$ cat src/rtl/dro_drv_pkg.sv
// Shared types and helpers for the DRO pulse driver.
// Optional readback path is enabled with DRO_READBACK_EN.
package dro_drv_pkg;

  localparam int DRO_DRV_MAX_W = 64;

  typedef enum logic [2:0] {
    IDLE,
    DPULSE,
    SETUP,
    CPULSE,
    GAP,
    FIN
  } dro_drv_state_t;

  function automatic int bit_period(input int d_to_clk, input int pulse_w, input int clk_gap);
    return d_to_clk + pulse_w + clk_gap;
  endfunction

endpackage

$ cat src/rtl/dro_readback_sampler.sv
// Captures DRO output pulses per bit period and compares against the sent word.
// Only built when DRO_READBACK_EN is defined.
`ifdef DRO_READBACK_EN
module dro_readback_sampler
  import dro_drv_pkg::*;
#(
  parameter int W        = 8,
  parameter int D_TO_CLK = 4,
  parameter int T        = 9,
  parameter int PH_W     = 4
) (
  input  logic            clk,
  input  logic            rst,
  input  logic            accept_i,
  input  logic [W-1:0]    word_i,
  input  logic            in_word_i,
  input  logic [PH_W-1:0] ph_i,
  input  logic            fin_i,
  input  logic            dro_out_i,
  output logic [W-1:0]    rd_data_o,
  output logic            rd_err_o
);

  localparam logic [PH_W-1:0] PH_WIN  = PH_W'(D_TO_CLK);
  localparam logic [PH_W-1:0] PH_LAST = PH_W'(T - 1);

  logic [W-1:0] sent_q, cap_q, rd_data_q;
  logic         acc_q, rd_err_q;
  logic [W:0]   cat;
  logic [W-1:0] cap_d;

  // The bit being closed enters at the MSB so bit 0 ends at the LSB after W shifts.
  assign cat   = {acc_q, cap_q};
  assign cap_d = cat[W:1];

  always_ff @(posedge clk or posedge rst) begin
    if (rst) begin
      sent_q    <= '0;
      cap_q     <= '0;
      acc_q     <= 1'b0;
      rd_data_q <= '0;
      rd_err_q  <= 1'b0;
    end else begin
      if (accept_i) begin
        sent_q <= word_i;
        cap_q  <= '0;
        acc_q  <= 1'b0;
      end else if (in_word_i) begin
        if (ph_i == PH_LAST) begin
          cap_q <= cap_d;
          acc_q <= 1'b0;
        end else if (ph_i >= PH_WIN) begin
          acc_q <= acc_q | dro_out_i;
        end
      end
      if (fin_i) begin
        rd_data_q <= cap_d;
        rd_err_q  <= (cap_d != sent_q);
      end
    end
  end

  assign rd_data_o = rd_data_q;
  assign rd_err_o  = rd_err_q;

endmodule
`endif

$ cat src/rtl/dro_pulse_driver.sv
// Serializes a word LSB first into d/clk return-to-zero pulse pairs for a DRO cell.
// Define DRO_READBACK_EN to add the dro_out capture and compare path.
module dro_pulse_driver
  import dro_drv_pkg::*;
#(
  parameter int W        = 8,
  parameter int PULSE_W  = 2,
  parameter int D_TO_CLK = 4,
  parameter int CLK_GAP  = 3
) (
  input  logic         clk,
  input  logic         rst,
  input  logic         in_valid,
  output logic         in_ready,
  input  logic [W-1:0] in_data,
  output logic         dro_d,
  output logic         dro_clk,
  output logic         busy,
  output logic         done
`ifdef DRO_READBACK_EN
  ,
  input  logic         dro_out,
  output logic [W-1:0] rd_data,
  output logic         rd_err
`endif
);

  localparam int T    = bit_period(D_TO_CLK, PULSE_W, CLK_GAP);
  localparam int PH_W = $clog2(T + 1);
  localparam int BI_W = $clog2(W + 1);

  localparam logic [PH_W-1:0] PH_SETUP = PH_W'(PULSE_W);
  localparam logic [PH_W-1:0] PH_CLK   = PH_W'(D_TO_CLK);
  localparam logic [PH_W-1:0] PH_GAP   = PH_W'(D_TO_CLK + PULSE_W);
  localparam logic [PH_W-1:0] PH_LAST  = PH_W'(T - 1);
  localparam logic [BI_W-1:0] BI_LAST  = BI_W'(W - 1);

  if (W < 1 || W > DRO_DRV_MAX_W) begin : g_bad_w
    $error("dro_pulse_driver: W out of range");
  end
  if (PULSE_W < 1) begin : g_bad_pw
    $error("dro_pulse_driver: PULSE_W must be >= 1");
  end
  if (D_TO_CLK < PULSE_W) begin : g_bad_dc
    $error("dro_pulse_driver: D_TO_CLK must be >= PULSE_W");
  end
  if (CLK_GAP < 1) begin : g_bad_gap
    $error("dro_pulse_driver: CLK_GAP must be >= 1");
  end

  dro_drv_state_t  state_q, state_d;
  logic [PH_W-1:0] ph_q, ph_d, ph_inc;
  logic [BI_W-1:0] bit_q, bit_d;
  logic [W-1:0]    sh_q, sh_d;
  logic            dro_d_q, dro_clk_q, busy_q, done_q, in_ready_q;
  logic            accept, in_word;

  assign accept  = (state_q == IDLE) && in_valid && in_ready_q;
  assign in_word = (state_q == DPULSE) || (state_q == SETUP) ||
                   (state_q == CPULSE) || (state_q == GAP);
  assign ph_inc  = ph_q + 1'b1;

  // ph_q is the position within the current bit period; sub-states follow from it,
  // so a zero-length SETUP falls out of the decode with no special case.
  always_comb begin
    state_d = state_q;
    ph_d    = ph_q;
    bit_d   = bit_q;
    sh_d    = sh_q;
    case (state_q)
      IDLE: begin
        if (accept) begin
          sh_d    = in_data;
          bit_d   = '0;
          ph_d    = '0;
          state_d = DPULSE;
        end
      end
      FIN: state_d = IDLE;
      default: begin
        if (ph_q == PH_LAST) begin
          ph_d = '0;
          if (bit_q == BI_LAST) begin
            state_d = FIN;
          end else begin
            sh_d    = sh_q >> 1;
            bit_d   = bit_q + 1'b1;
            state_d = DPULSE;
          end
        end else begin
          ph_d = ph_inc;
          if (ph_inc < PH_SETUP)    state_d = DPULSE;
          else if (ph_inc < PH_CLK) state_d = SETUP;
          else if (ph_inc < PH_GAP) state_d = CPULSE;
          else                      state_d = GAP;
        end
      end
    endcase
  end

  // Outputs are decoded from the next state so they are registered yet aligned with it.
  always_ff @(posedge clk or posedge rst) begin
    if (rst) begin
      state_q    <= IDLE;
      ph_q       <= '0;
      bit_q      <= '0;
      sh_q       <= '0;
      dro_d_q    <= 1'b0;
      dro_clk_q  <= 1'b0;
      busy_q     <= 1'b0;
      done_q     <= 1'b0;
      in_ready_q <= 1'b1;
    end else begin
      state_q    <= state_d;
      ph_q       <= ph_d;
      bit_q      <= bit_d;
      sh_q       <= sh_d;
      dro_d_q    <= (state_d == DPULSE) && sh_d[0];
      dro_clk_q  <= (state_d == CPULSE);
      busy_q     <= (state_d == DPULSE) || (state_d == SETUP) ||
                    (state_d == CPULSE) || (state_d == GAP);
      done_q     <= (state_d == FIN);
      in_ready_q <= (state_d == IDLE);
    end
  end

  assign dro_d    = dro_d_q;
  assign dro_clk  = dro_clk_q;
  assign busy     = busy_q;
  assign done     = done_q;
  assign in_ready = in_ready_q;

`ifdef DRO_READBACK_EN
  dro_readback_sampler #(
    .W        (W),
    .D_TO_CLK (D_TO_CLK),
    .T        (T),
    .PH_W     (PH_W)
  ) u_sampler (
    .clk       (clk),
    .rst       (rst),
    .accept_i  (accept),
    .word_i    (in_data),
    .in_word_i (in_word),
    .ph_i      (ph_q),
    .fin_i     (state_d == FIN),
    .dro_out_i (dro_out),
    .rd_data_o (rd_data),
    .rd_err_o  (rd_err)
  );
`else
  logic unused_in_word;
  assign unused_in_word = in_word;
`endif

endmodule
$ cat config.mk
export PLATFORM = sky130hd
export DESIGN_NAME = dro_pulse_driver
export DESIGN_NICKNAME = d
export VERILOG_FILES = /design/src/rtl/dro_drv_pkg.sv /design/src/rtl/dro_readback_sampler.sv /design/src/rtl/dro_pulse_driver.sv
export SDC_FILE = /design/constraint.sdc
export NUM_CORES = 1
export LEC_CHECK = 0
export BUFFER_PORTS_ARGS = -buffer_cell sky130_fd_sc_hd__buf_2
export CAP_MARGIN = 20
export CELL_PAD_IN_SITES_DETAIL_PLACEMENT = 0
export CELL_PAD_IN_SITES_GLOBAL_PLACEMENT = 1
export CORE_MARGIN = 2
export CORE_UTILIZATION = 35
export CTS_CLUSTER_DIAMETER = 100
export DETAILED_ROUTE_END_ITERATION = 10
export MAX_ROUTING_LAYER = met4
export PLACE_DENSITY_LB_ADDON = 0.1
export SLEW_MARGIN = 0
export SYNTH_ARGS = -nofsm -noshare
export SYNTH_HDL_FRONTEND = slang
export SYNTH_SLANG_ARGS = --single-unit
$ cat constraint.sdc
create_clock -name clk -period 2.6 [get_ports clk]
set_clock_uncertainty 0.05 [all_clocks]
set_input_delay 0.26 -clock clk [delete_from_list [all_inputs] [get_ports clk]]
set_output_delay 0.26 -clock clk [all_outputs]
set_load 0.005 [all_outputs]
==> results.json, run 1 <==
{
  "synthesis.nets": 128,
  "antenna_found_initial": 0,
  "clock_sinks": 24,
  "ctsHoldBuffers": 0,
  "post_synth_xor_area_fraction_pct": 3.73,
  "routed-via-count": 847,
  "synth-adder-area-share_pct": 3.19,
  "grt_remaining_overflow": 0,
  "worst_skew_late_latency_ps": 330,
  "post_synth_instance_area_mm2": 0.00117,
  "critical-path-slowest-cell": "sky130_fd_sc_hd__or3_4",
  "netlist-cell-type-count": 34,
  "flow.area_growth_from_synthesis_pct": 12.8,
  "run_status": "finished clean",
  "die_area_mm2": 0.00384,
  "final.setup.tns_ps": 0,
  "timing.max_cap.violations": 0,
  "timing.hold.worst.class": "primary input to asynchronous set/reset pin",
  "drt_pass1_iterations": 4,
  "ys_dominant_reg_cell": "sky130_fd_sc_hd__dfrtp_1",
  "dp_hpwl_um": 1580,
  "syn_avg_cell_area_um2": 10.3,
  "globalplace.congestion": 0.702,
  "grt_use_total_pct": 14.3,
  "root_buffer": "sky130_fd_sc_hd__clkbuf_4",
  "core_mm2": 0.00328,
  "grt_pass1_vias": 771,
  "core.rowCount": 21,
  "cpPeakStageDelay_ps": 480,
  "crit_chain": "or3_4 -> o21ai_2 -> nor2b_2 -> o221ai_2 -> and3_1",
  "netlist_instances": 114,
  "cts_tree": "yes",
  "path_clk_slew_ps": 140,
  "main_combinational_cell_family_by_area_after_synthesis": "simple AND/OR/NAND/NOR gates",
  "min_period_over_period_pct": 74.7,
  "cts_inserted_buffers": 3,
  "die_width_um": 61.9,
  "arrival_time_of_the_worst_setup_path_ps": 2130,
  "die_height_um": 61.9,
  "worstSetupStartpointType": "flop",
  "layout.nets": 144,
  "rsz0062_at_grt": "no",
  "finalSetupViolCount": 0,
  "post_synth_mux_area_share_pct": 0,
  "drv_slew": 0,
  "ctsResizeCount": 0,
  "crit_start": "state_q[2]",
  "worst-setup-path-type": "flop to flop",
  "placedInstanceArea_mm2": 0.00127,
  "p_per_area_mw_per_mm2": 1210,
  "drc": 0,
  "wp_data_required_ps": 2790,
  "number_of_port_buffers": 15,
  "finish.instance_area_mm2": 0.00133,
  "cts.path.max_buffers": 2,
  "worst-slew-pin-transition_ps": 962,
  "initial_core_utilization_pct": 35.8,
  "grt_first_pass_wirelength_um": 3750,
  "end_kind": "flop",
  "final_util_pct": 40.3,
  "reg2reg_slack_ps": 660,
  "report.final.hold_viol_count": 0,
  "cts_htree_levels": 1,
  "initialDrtViolationCount": 41,
  "p_leak_nw": 0.612,
  "synth_sequential_area_ratio_pct": 51.2,
  "design.portCount": 16,
  "achievable-frequency_ghz": 0.515,
  "synth_compound_gate_area_share_pct": 14.1,
  "number_of_flip_flops_and_latches_in_the_synthesized_netlist": 24,
  "via_per_inst": 4.84,
  "num_antenna_cells": 0,
  "final_period_minus_worst_setup_slack_ps": 1940,
  "number_of_flops_mapped_to_enable_cells_by_yosys": 0,
  "drive_above_1_share_pct": 24.0,
  "maximum_fanout_encountered_on_the_critical_timing_path": 11,
  "drt-wirelength-per-cell_um": 12.9,
  "vdd_drop_max_v": 0.000350,
  "ant_nets": 0,
  "grt_start_max_net_pins": 25,
  "async_flop_share_pct": 100,
  "yosysWarnings": 0,
  "r2r-start": "state_q[2]",
  "drt_wl_total_um": 2260,
  "relSlewSlack_pct": 35.8,
  "simple_gate_share_of_the_synthesized_area_pct": 22.9,
  "post_cts.repair.setup_buffers": 0
}
==> logic make-up (layout without fill, tap and decap cells) <==
logic type               count (synthesis)  after routing
flip-flops                              24             24
AO/OA/AOI/OAI                           22             22
AND/OR/NAND/NOR                         51             51
adder cells (fa/ha/maj)                  3              3
buffers and inverters                    9             24
XOR/XNOR                                 5              5
==> worst paths after layout <==
path	to	cells past startpoint
setup / recovery	dro_d	5
hold / removal	busy	2
max in group asynchronous	sh_q[7]	2
setup reg to reg	dro_d	5
hold reg to reg	bit_q[1]	2
min in group clk	sh_q[7]	2
==> metal layers <==
metal / vias up / global-route usage (%) / share of wire (%)
met4: 0 / 6.38 / 2.0
met5: - / - / 0
met3: 5 / 2.48 / 3.3
met2: 17 / 21.5 / 48
met1: 404 / 18.8 / 47
li1: 421 / - / -
==> Yosys cell counts, types with 2 or more instances <==
| library cell | number | share of area, % |
|---|---|---|
| sky130_fd_sc_hd__xnor2_1 | 2 | 1.5 |
| sky130_fd_sc_hd__or3_4 | 2 | 1.9 |
| sky130_fd_sc_hd__and2_1 | 2 | 1.1 |
| sky130_fd_sc_hd__xor2_1 | 3 | 2.2 |
| sky130_fd_sc_hd__buf_6 | 2 | 1.9 |
| sky130_fd_sc_hd__inv_1 | 4 | 1.3 |
| sky130_fd_sc_hd__nand2_1 | 10 | 3.2 |
| sky130_fd_sc_hd__nor2_1 | 19 | 6.1 |
| sky130_fd_sc_hd__dfrtp_1 | 23 | 49 |
| sky130_fd_sc_hd__o21ai_0 | 8 | 3.4 |
| sky130_fd_sc_hd__nor3_1 | 2 | 0.85 |
| sky130_fd_sc_hd__nand2b_1 | 3 | 1.6 |
| sky130_fd_sc_hd__a221oi_1 | 6 | 4.5 |
| sky130_fd_sc_hd__ha_1 | 3 | 3.2 |
| sky130_fd_sc_hd__buf_4 | 2 | 1.3 |
| sky130_fd_sc_hd__nand3_1 | 5 | 2.1 |
==> placed cells by master, fill, tap and decap left out, types with 2 or more instances in the layout <==
master / instances
sky130_fd_sc_hd__o21ai_0: 8
sky130_fd_sc_hd__clkbuf_4: 3
sky130_fd_sc_hd__nor2_1: 19
sky130_fd_sc_hd__xnor2_1: 2
sky130_fd_sc_hd__nor3_1: 2
sky130_fd_sc_hd__nand3_1: 5
sky130_fd_sc_hd__xor2_1: 3
sky130_fd_sc_hd__and2_1: 2
sky130_fd_sc_hd__buf_2: 15
sky130_fd_sc_hd__nand2_1: 10
sky130_fd_sc_hd__ha_1: 3
sky130_fd_sc_hd__inv_1: 4
sky130_fd_sc_hd__dfrtp_1: 23
sky130_fd_sc_hd__a221oi_1: 6
sky130_fd_sc_hd__or3_4: 2
sky130_fd_sc_hd__nand2b_1: 3
==> state kept, by name (all words and copies together), names as in the netlist <==
name,count
bit_q,4
busy,1
done,1
dro_clk,1
dro_d,1
in_ready,1
ph_q,4
sh_q,8
state_q,3
==> final cells by class <==
cell class / instances / area [µm²]
Timing Repair Buffer: 16 / 82.6
Clock buffer: 3 / 22.5
Fill cell: 331 / 1960
Multi-Input combinational cell: 81 / 515
Inverter: 4 / 15.0
Clock inverter: 1 / 30.0
Tap cell: 46 / 57.6
Sequential cell: 24 / 602
==> stage by stage <==
| stage | setup WS (ps) | instances | hold slack [ps] | power, mW |
|---|---|---|---|---|
| floorplan | 998 | 114 | 224 | 1.21 |
| global placement | 733 | 171 | 435 | 1.34 |
| detailed placement | 700 | 171 | 442 | 1.34 |
| CTS | 663 | 175 | 92.1 | 1.62 |
| global route | 506 | 175 | 96.2 | 1.76 |
| finish | 659 | 175 | 69.6 | 1.60 |
==> where the power goes <==
group          internal, mW  total [mW]  switching [mW]
sequential            0.527       0.627           0.101
combinational         0.294       0.696           0.402
clock                 0.156       0.277           0.121
==> critical path: cells and delay by family (launching register included) <==
kind,cells,cell delay [ps]
flops,1,460
simple gates,3,1080
compound gates,2,260
Note: power is estimated with default switching activity, not from simulation.
==> run 2: changes to the inputs <==
clock period = 1.9 ns   (was 2.6 ns; I/O delays follow)
==> run 2 against run 1 <==
Against the previous run:
- flip-flop and latch count unchanged
- critical path depth increased by 1
- largest cell class unchanged
- sequential power increased by 37%
- final cell count increased by 2.9%
- count of clock-buffer cells in the layout unchanged
- maximum frequency increased by 14%
- routed wire length decreased by 0.27%
- first-iteration DRC count decreased by 32%
- sequential share of layout area decreased by 1.6 points
- utilization increased by 1.4 points
==> results.json, run 2 (synthesized netlist as in run 1, its figures left out) <==
{
  "run_status": "finished clean",
  "largest_registers": "sh_q x8, bit_q x4, ph_q x4",
  "initialDrtViolationCount": 28,
  "via_per_inst": 4.72,
  "finish.instance_area_mm2": 0.00137,
  "fin_hold_ws_ps": 22.1,
  "layout.nets": 149,
  "timing.max_cap.violations": 0,
  "die_area_mm2": 0.00384,
  "power.combinational.fraction_pct": 45.6,
  "ant_nets": 0,
  "cts_htree_levels": 1,
  "worstSetupStartpointType": "flop",
  "clock_sinks": 24,
  "design.portCount": 16,
  "path_clk_slew_ps": 150,
  "achievable-frequency_ghz": 0.585,
  "p_per_area_mw_per_mm2": 1650,
  "end_kind": "flop",
  "routed-via-count": 849,
  "grt_pass1_vias": 788,
  "min_period_over_period_pct": 89.9,
  "final_util_pct": 41.8,
  "finalSetupViolCount": 0,
  "layout.cells.most_common": "sky130_fd_sc_hd__dfrtp_1",
  "cts_inserted_buffers": 3,
  "die_width_um": 61.9,
  "p_leak_nw": 0.640,
  "clockPowerShare_pct": 16.6,
  "drt-wirelength-per-cell_um": 12.5,
  "grt_use_total_pct": 13.8,
  "worst_skew_late_latency_ps": 320,
  "arrival_time_of_the_worst_setup_path_ps": 1890,
  "drv_slew": 0,
  "grt_first_pass_wirelength_um": 3770,
  "worst-setup-path-type": "flop to flop",
  "placement.setup.worst_slack_ps": 134,
  "placedInstanceArea_mm2": 0.00130,
  "final_cell_mix": "sky130_fd_sc_hd__dfrtp_1 (23), sky130_fd_sc_hd__nor2_1 (19), sky130_fd_sc_hd__buf_2 (15), sky130_fd_sc_hd__nand2_1 (10), sky130_fd_sc_hd__o21ai_0 (8)",
  "num_antenna_cells": 0,
  "core.rowCount": 21,
  "power.switching_mw": 0.865,
  "drive_above_1_share_pct": 26.9,
  "flow.area_growth_from_synthesis_pct": 16.8,
  "seqPwrFrac_pct": 37.8,
  "maximum_fanout_encountered_on_the_critical_timing_path": 5,
  "core_mm2": 0.00328,
  "dp_hpwl_um": 1650,
  "grt_start_max_net_pins": 15,
  "final_critical_path_setup_slack_ps": 192,
  "root_buffer": "sky130_fd_sc_hd__clkbuf_4",
  "initial_core_utilization_pct": 35.8,
  "cts.path.max_buffers": 2,
  "filler_cell_count_in_the_final_layout": 330,
  "wp_data_required_ps": 2080,
  "switching_share_pct": 38.1,
  "cts_tree": "yes",
  "final_period_minus_worst_setup_slack_ps": 1710,
  "grt_remaining_overflow": 0,
  "largest_register": "sh_q",
  "largest_register_ffs": 8,
  "die_height_um": 61.9,
  "relSlewSlack_pct": 60.8,
  "final.setup.tns_ps": 0,
  "p_int_mw": 1.40,
  "globalplace.congestion": 0.774,
  "timing.hold.worst.class": "primary input to flop",
  "worst-slew-pin-transition_ps": 588,
  "drt_wl_total_um": 2260,
  "number_of_port_buffers": 15,
  "drt_pass1_iterations": 4,
  "report.final.hold_viol_count": 0,
  "vdd_drop_max_v": 0.000548,
  "antenna_found_initial": 0,
  "drc": 0,
  "rsz0062_at_grt": "no"
}
run 2: worst paths after layout:
kind	start	to	slack [ps]	cells past startpoint
max	ph_q[0]	dro_d	190	6
min	in_data[0]	sh_q[0]	20	3
max reg2reg	ph_q[0]	dro_d	190	6
min reg2reg	bit_q[1]	bit_q[1]	480	2
max in group asynchronous	rst	ph_q[0]	810	4
min in group asynchronous	rst	dro_d	390	3
run 2: power groups by stage:
stage | clock network, mW | registers [mW] | logic [mW]
floorplan | 0 | 0.844 | 0.811
global placement | 0 | 0.865 | 1.03
detailed placement | 0 | 0.868 | 1.03
CTS | 0.386 | 0.860 | 1.04
global route | 0.410 | 0.895 | 1.18
finish | 0.376 | 0.859 | 1.03
run 2: worst max-delay path, stage by stage, from the launching register on:
cell and delay [ps]:
sky130_fd_sc_hd__dfrtp_1 440, sky130_fd_sc_hd__ha_1 260, sky130_fd_sc_hd__xor2_1 200, sky130_fd_sc_hd__nor2_1 80, sky130_fd_sc_hd__nor4b_2 350, sky130_fd_sc_hd__nor2_1 70
sky130_fd_sc_hd__and3_1 180
run 2: repair_timing:
action / 4_1_cts / 5_1_grt
gates resized for setup: 0 / 2
setup endpoints to repair: 0 / 9
hold buffers: 1 / 0
buffers inserted: 0 / 0
endpoints found under the hold margin: 12 / 0
run 2: final cells by class:
type	instances	area (µm²)	area share (%)
repair buffers	21	123	8.93
clock inverters	1	30.0	2.19
well taps	46	57.6	4.19
flip-flops and latches	24	602	43.8
inverters	4	15.0	1.09
clock buffers	3	22.5	1.64
multi-input cells	81	523	38.1
run 2: stage by stage:
stage                     power, mW  cells
after floorplan                1.65    114
after global placement         1.89    175
after detailed placement       1.90    175
after CTS                      2.28    180
after global routing           2.49    180
final                          2.27    180
run 2: per-layer routing:
metal  vias up  share of wire [%]  wire length [µm]  global-route usage (%)
met5         -                  0                 0                       -
met4         0                  0                 0                    3.65
met3         0                3.5                79                    2.48
met2        15                 47              1060                    20.6
met1       401                 49              1120                    19.4
li1        433                  -                 -                       -
==> run 3: changes to the inputs <==
ABC_AREA = 1   (was default)
SLEW_MARGIN = 20   (was 0)
SYNTH_HIERARCHICAL = 1   (was default)
==> run 3 against run 2 <==
Against the previous run:
- count of clock-buffer cells in the layout rose by 1
- register-to-register slack improved by 50 ps
- flip-flop and latch count did not move
- utilization fell by 0.70 points
- worst hold slack improved by 16 ps
- critical path depth rose by 2
- critical endpoint is now bit_q[3]
==> results.json, run 3 <==
{
  "run_status": "finished clean",
  "critical-path-slowest-cell": "sky130_fd_sc_hd__dfrtp_1",
  "drt_wl_total_um": 2350,
  "async_flop_share_pct": 100,
  "achievable-frequency_ghz": 0.603,
  "drive_above_1_share_pct": 24.3,
  "finalSetupViolCount": 0,
  "layout.cells.most_common": "sky130_fd_sc_hd__nand2_1",
  "drv_slew": 0,
  "report.final.hold_viol_count": 0,
  "relSlewSlack_pct": 78.4,
  "power.switching_mw": 0.172,
  "antenna_found_initial": 0,
  "core.rowCount": 21,
  "path_clk_slew_ps": 140,
  "power.combinational.fraction_pct": 3.0,
  "via_per_inst": 4.70,
  "routed-via-count": 931,
  "clockPowerShare_pct": 31.1,
  "arrival_time_of_the_worst_setup_path_ps": 1840,
  "fin_cells": 198,
  "grt_use_total_pct": 13.1,
  "grt_remaining_overflow": 0,
  "core_mm2": 0.00334,
  "largest_register": "sh_q",
  "crit_chain": "inv_1 -> ha_1 -> nand2_1 -> nor2_2 -> nand2_2 -> nand2_2 -> nand2_2 -> o31ai_1",
  "grt_first_pass_wirelength_um": 3950,
  "syn_avg_cell_area_um2": 9.11,
  "number_of_port_buffers": 15,
  "cpPeakStageDelay_ps": 430,
  "clock_sinks": 24,
  "synthTopCellsByCount": "sky130_fd_sc_hd__nand2_1 (31), sky130_fd_sc_hd__dfrtp_1 (23), sky130_fd_sc_hd__inv_1 (19)",
  "min_period_over_period_pct": 87.3,
  "largest_register_ffs": 8,
  "die_height_um": 62.8,
  "netlist_instances": 133,
  "timing.max_cap.violations": 0,
  "worst-setup-path-type": "flop to flop",
  "wp_data_required_ps": 2090,
  "synth_largest_area_cell": "sky130_fd_sc_hd__dfrtp_1",
  "synthMostInstantiatedCell": "sky130_fd_sc_hd__nand2_1",
  "drc": 0,
  "die_area_mm2": 0.00395,
  "dp_hpwl_um": 1710,
  "p_per_area_mw_per_mm2": 565,
  "post_synth_instance_area_mm2": 0.00121,
  "final_period_minus_worst_setup_slack_ps": 1660,
  "design.portCount": 16,
  "worstSetupStartpointType": "flop",
  "critical_path.most_common_cell": "sky130_fd_sc_hd__nand2_2",
  "number_of_flip_flops_and_latches_in_the_synthesized_netlist": 24,
  "vdd_drop_max_v": 0.000197,
  "post_cts.repair.setup_buffers": 0,
  "ctsResizeCount": 0,
  "drt_pass1_iterations": 4,
  "placed_cells": 193,
  "die_width_um": 62.8,
  "drt-wirelength-per-cell_um": 11.9,
  "p_int_mw": 0.603,
  "switching_share_pct": 22.2,
  "layout.nets": 167,
  "final.setup.tns_ps": 0,
  "worst_skew_late_latency_ps": 320,
  "ant_nets": 0,
  "ys_dominant_reg_cell": "sky130_fd_sc_hd__dfrtp_1",
  "cts_inserted_buffers": 3,
  "globalplace.congestion": 0.787,
  "initialDrtViolationCount": 80,
  "grt_start_max_net_pins": 25,
  "root_buffer": "sky130_fd_sc_hd__clkbuf_4",
  "initial_core_utilization_pct": 36.3,
  "seqPwrFrac_pct": 65.9,
  "final_cell_mix": "sky130_fd_sc_hd__nand2_1 (31), sky130_fd_sc_hd__dfrtp_1 (23), sky130_fd_sc_hd__inv_1 (19), sky130_fd_sc_hd__buf_2 (15), sky130_fd_sc_hd__nand3_1 (9)",
  "p_leak_nw": 0.715,
  "yosysWarnings": 6,
  "post-synth-top-area-fraction_pct": 47.5,
  "netlist-cell-type-count": 28,
  "timing.hold.worst.class": "primary input to flop",
  "rsz0062_at_grt": "no",
  "largest_registers": "sh_q x8, bit_q x4, ph_q x4",
  "number_of_flops_mapped_to_enable_cells_by_yosys": 0,
  "cts.path.max_buffers": 2,
  "synth_top_cells_by_area": "sky130_fd_sc_hd__dfrtp_1 (48%), sky130_fd_sc_hd__nand2_1 (9.6%), sky130_fd_sc_hd__inv_1 (5.9%), sky130_fd_sc_hd__a32oi_1 (4.3%), sky130_fd_sc_hd__nand3_1 (3.7%)",
  "cts_htree_levels": 1,
  "end_kind": "flop",
  "cts_tree": "yes",
  "flow.area_growth_from_synthesis_pct": 13.2,
  "worst-slew-pin-transition_ps": 322,
  "final_util_pct": 41.1,
  "synthesis.nets": 147,
  "grt_pass1_vias": 829,
  "ctsHoldBuffers": 1,
  "synth_sequential_area_ratio_pct": 49.7,
  "maximum_fanout_encountered_on_the_critical_timing_path": 12,
  "num_antenna_cells": 0
}
-- run 3: cell types whose count changed after synthesis, moves of 3 or more --
cell                       delta
sky130_fd_sc_hd__nand2_1     +21
sky130_fd_sc_hd__inv_1       +15
sky130_fd_sc_hd__nor2_1      -12
sky130_fd_sc_hd__a221oi_1     -6
sky130_fd_sc_hd__a32oi_1      +6
sky130_fd_sc_hd__nand2_2      +6
sky130_fd_sc_hd__o21ai_0      -6
sky130_fd_sc_hd__nand3_1      +4
sky130_fd_sc_hd__a21oi_1      +3
sky130_fd_sc_hd__nand2_4      +3
sky130_fd_sc_hd__nand2b_1     -3
-- run 3: logic make-up (layout without fill, tap and decap cells) --
group / count (synthesis) / count (layout) / synth area share, %
AND/OR/NAND/NOR: 61 / 61 / 24.7
flip-flops: 24 / 24 / 49.7
buffers and inverters: 23 / 42 / 8.16
AO/OA/AOI/OAI: 19 / 19 / 12.2
adder cells (fa/ha/maj): 3 / 3 / 3.10
XOR/XNOR: 3 / 3 / 2.17
-- run 3: through the flow --
step	hold WS, ps	worst slack [ps]	power [mW]	instance area [µm²]
2_1_floorplan	154	434	0.528	1210
3_3_place_gp	197	313	0.542	1340
3_5_place_dp	203	244	0.543	1340
4_1_cts	32.0	223	0.783	1370
5_1_grt	30.3	54.1	0.809	1370
6_report	38.1	241	0.775	1370
-- run 3: power by group through the flow --
| stage | Clock, mW | Sequential [mW] | Combinational [mW] |
|---|---|---|---|
| after floorplan | 0 | 0.520 | 0.00775 |
| after global placement | 0 | 0.520 | 0.0218 |
| after detailed placement | 0 | 0.520 | 0.0223 |
| after CTS | 0.248 | 0.511 | 0.0239 |
| after global routing | 0.271 | 0.511 | 0.0264 |
| final | 0.241 | 0.511 | 0.0230 |
-- run 3: worst paths after layout --
check	startpoint	cells past startpoint	slack, ps	to
hold / removal	in_data[7]	3	40	sh_q[7]
min in group asynchronous	rst	4	390	bit_q[2]
setup reg to reg	ph_q[0]	8	240	bit_q[3]
hold reg to reg	sh_q[2]	2	450	sh_q[2]
setup / recovery	ph_q[0]	8	240	bit_q[3]
max in group asynchronous	rst	4	1110	in_ready
-- run 3: final cells by class --
type	instances	area [µm²]
clock buffers	4	26.3
fillers	359	1970
inverters	20	75.1
multi-input cells	86	510
flip-flops and latches	24	602
well taps	46	57.6
repair buffers	18	100
-- run 3: routing by layer --
layer | global-route usage [%] | wire length [µm] | vias to the layer above | share of wire (%)
li1 | - | - | 473 | -
met1 | 19.9 | 1240 | 436 | 53
met2 | 17.7 | 1030 | 20 | 44
met3 | 2.16 | 64 | 2 | 2.7
met4 | 4.17 | 17 | 0 | 0.72
met5 | - | 0 | - | 0
-- run 3: critical path, delay by kind of cell, from the launching register on --
kind | cells | cell delay, ps
DFF | 1 | 430
AOI/OAI and AO/OA | 1 | 260
buffers and inverters | 1 | 100
and+or+nand+nor | 5 | 570
adders and majority gates | 1 | 180
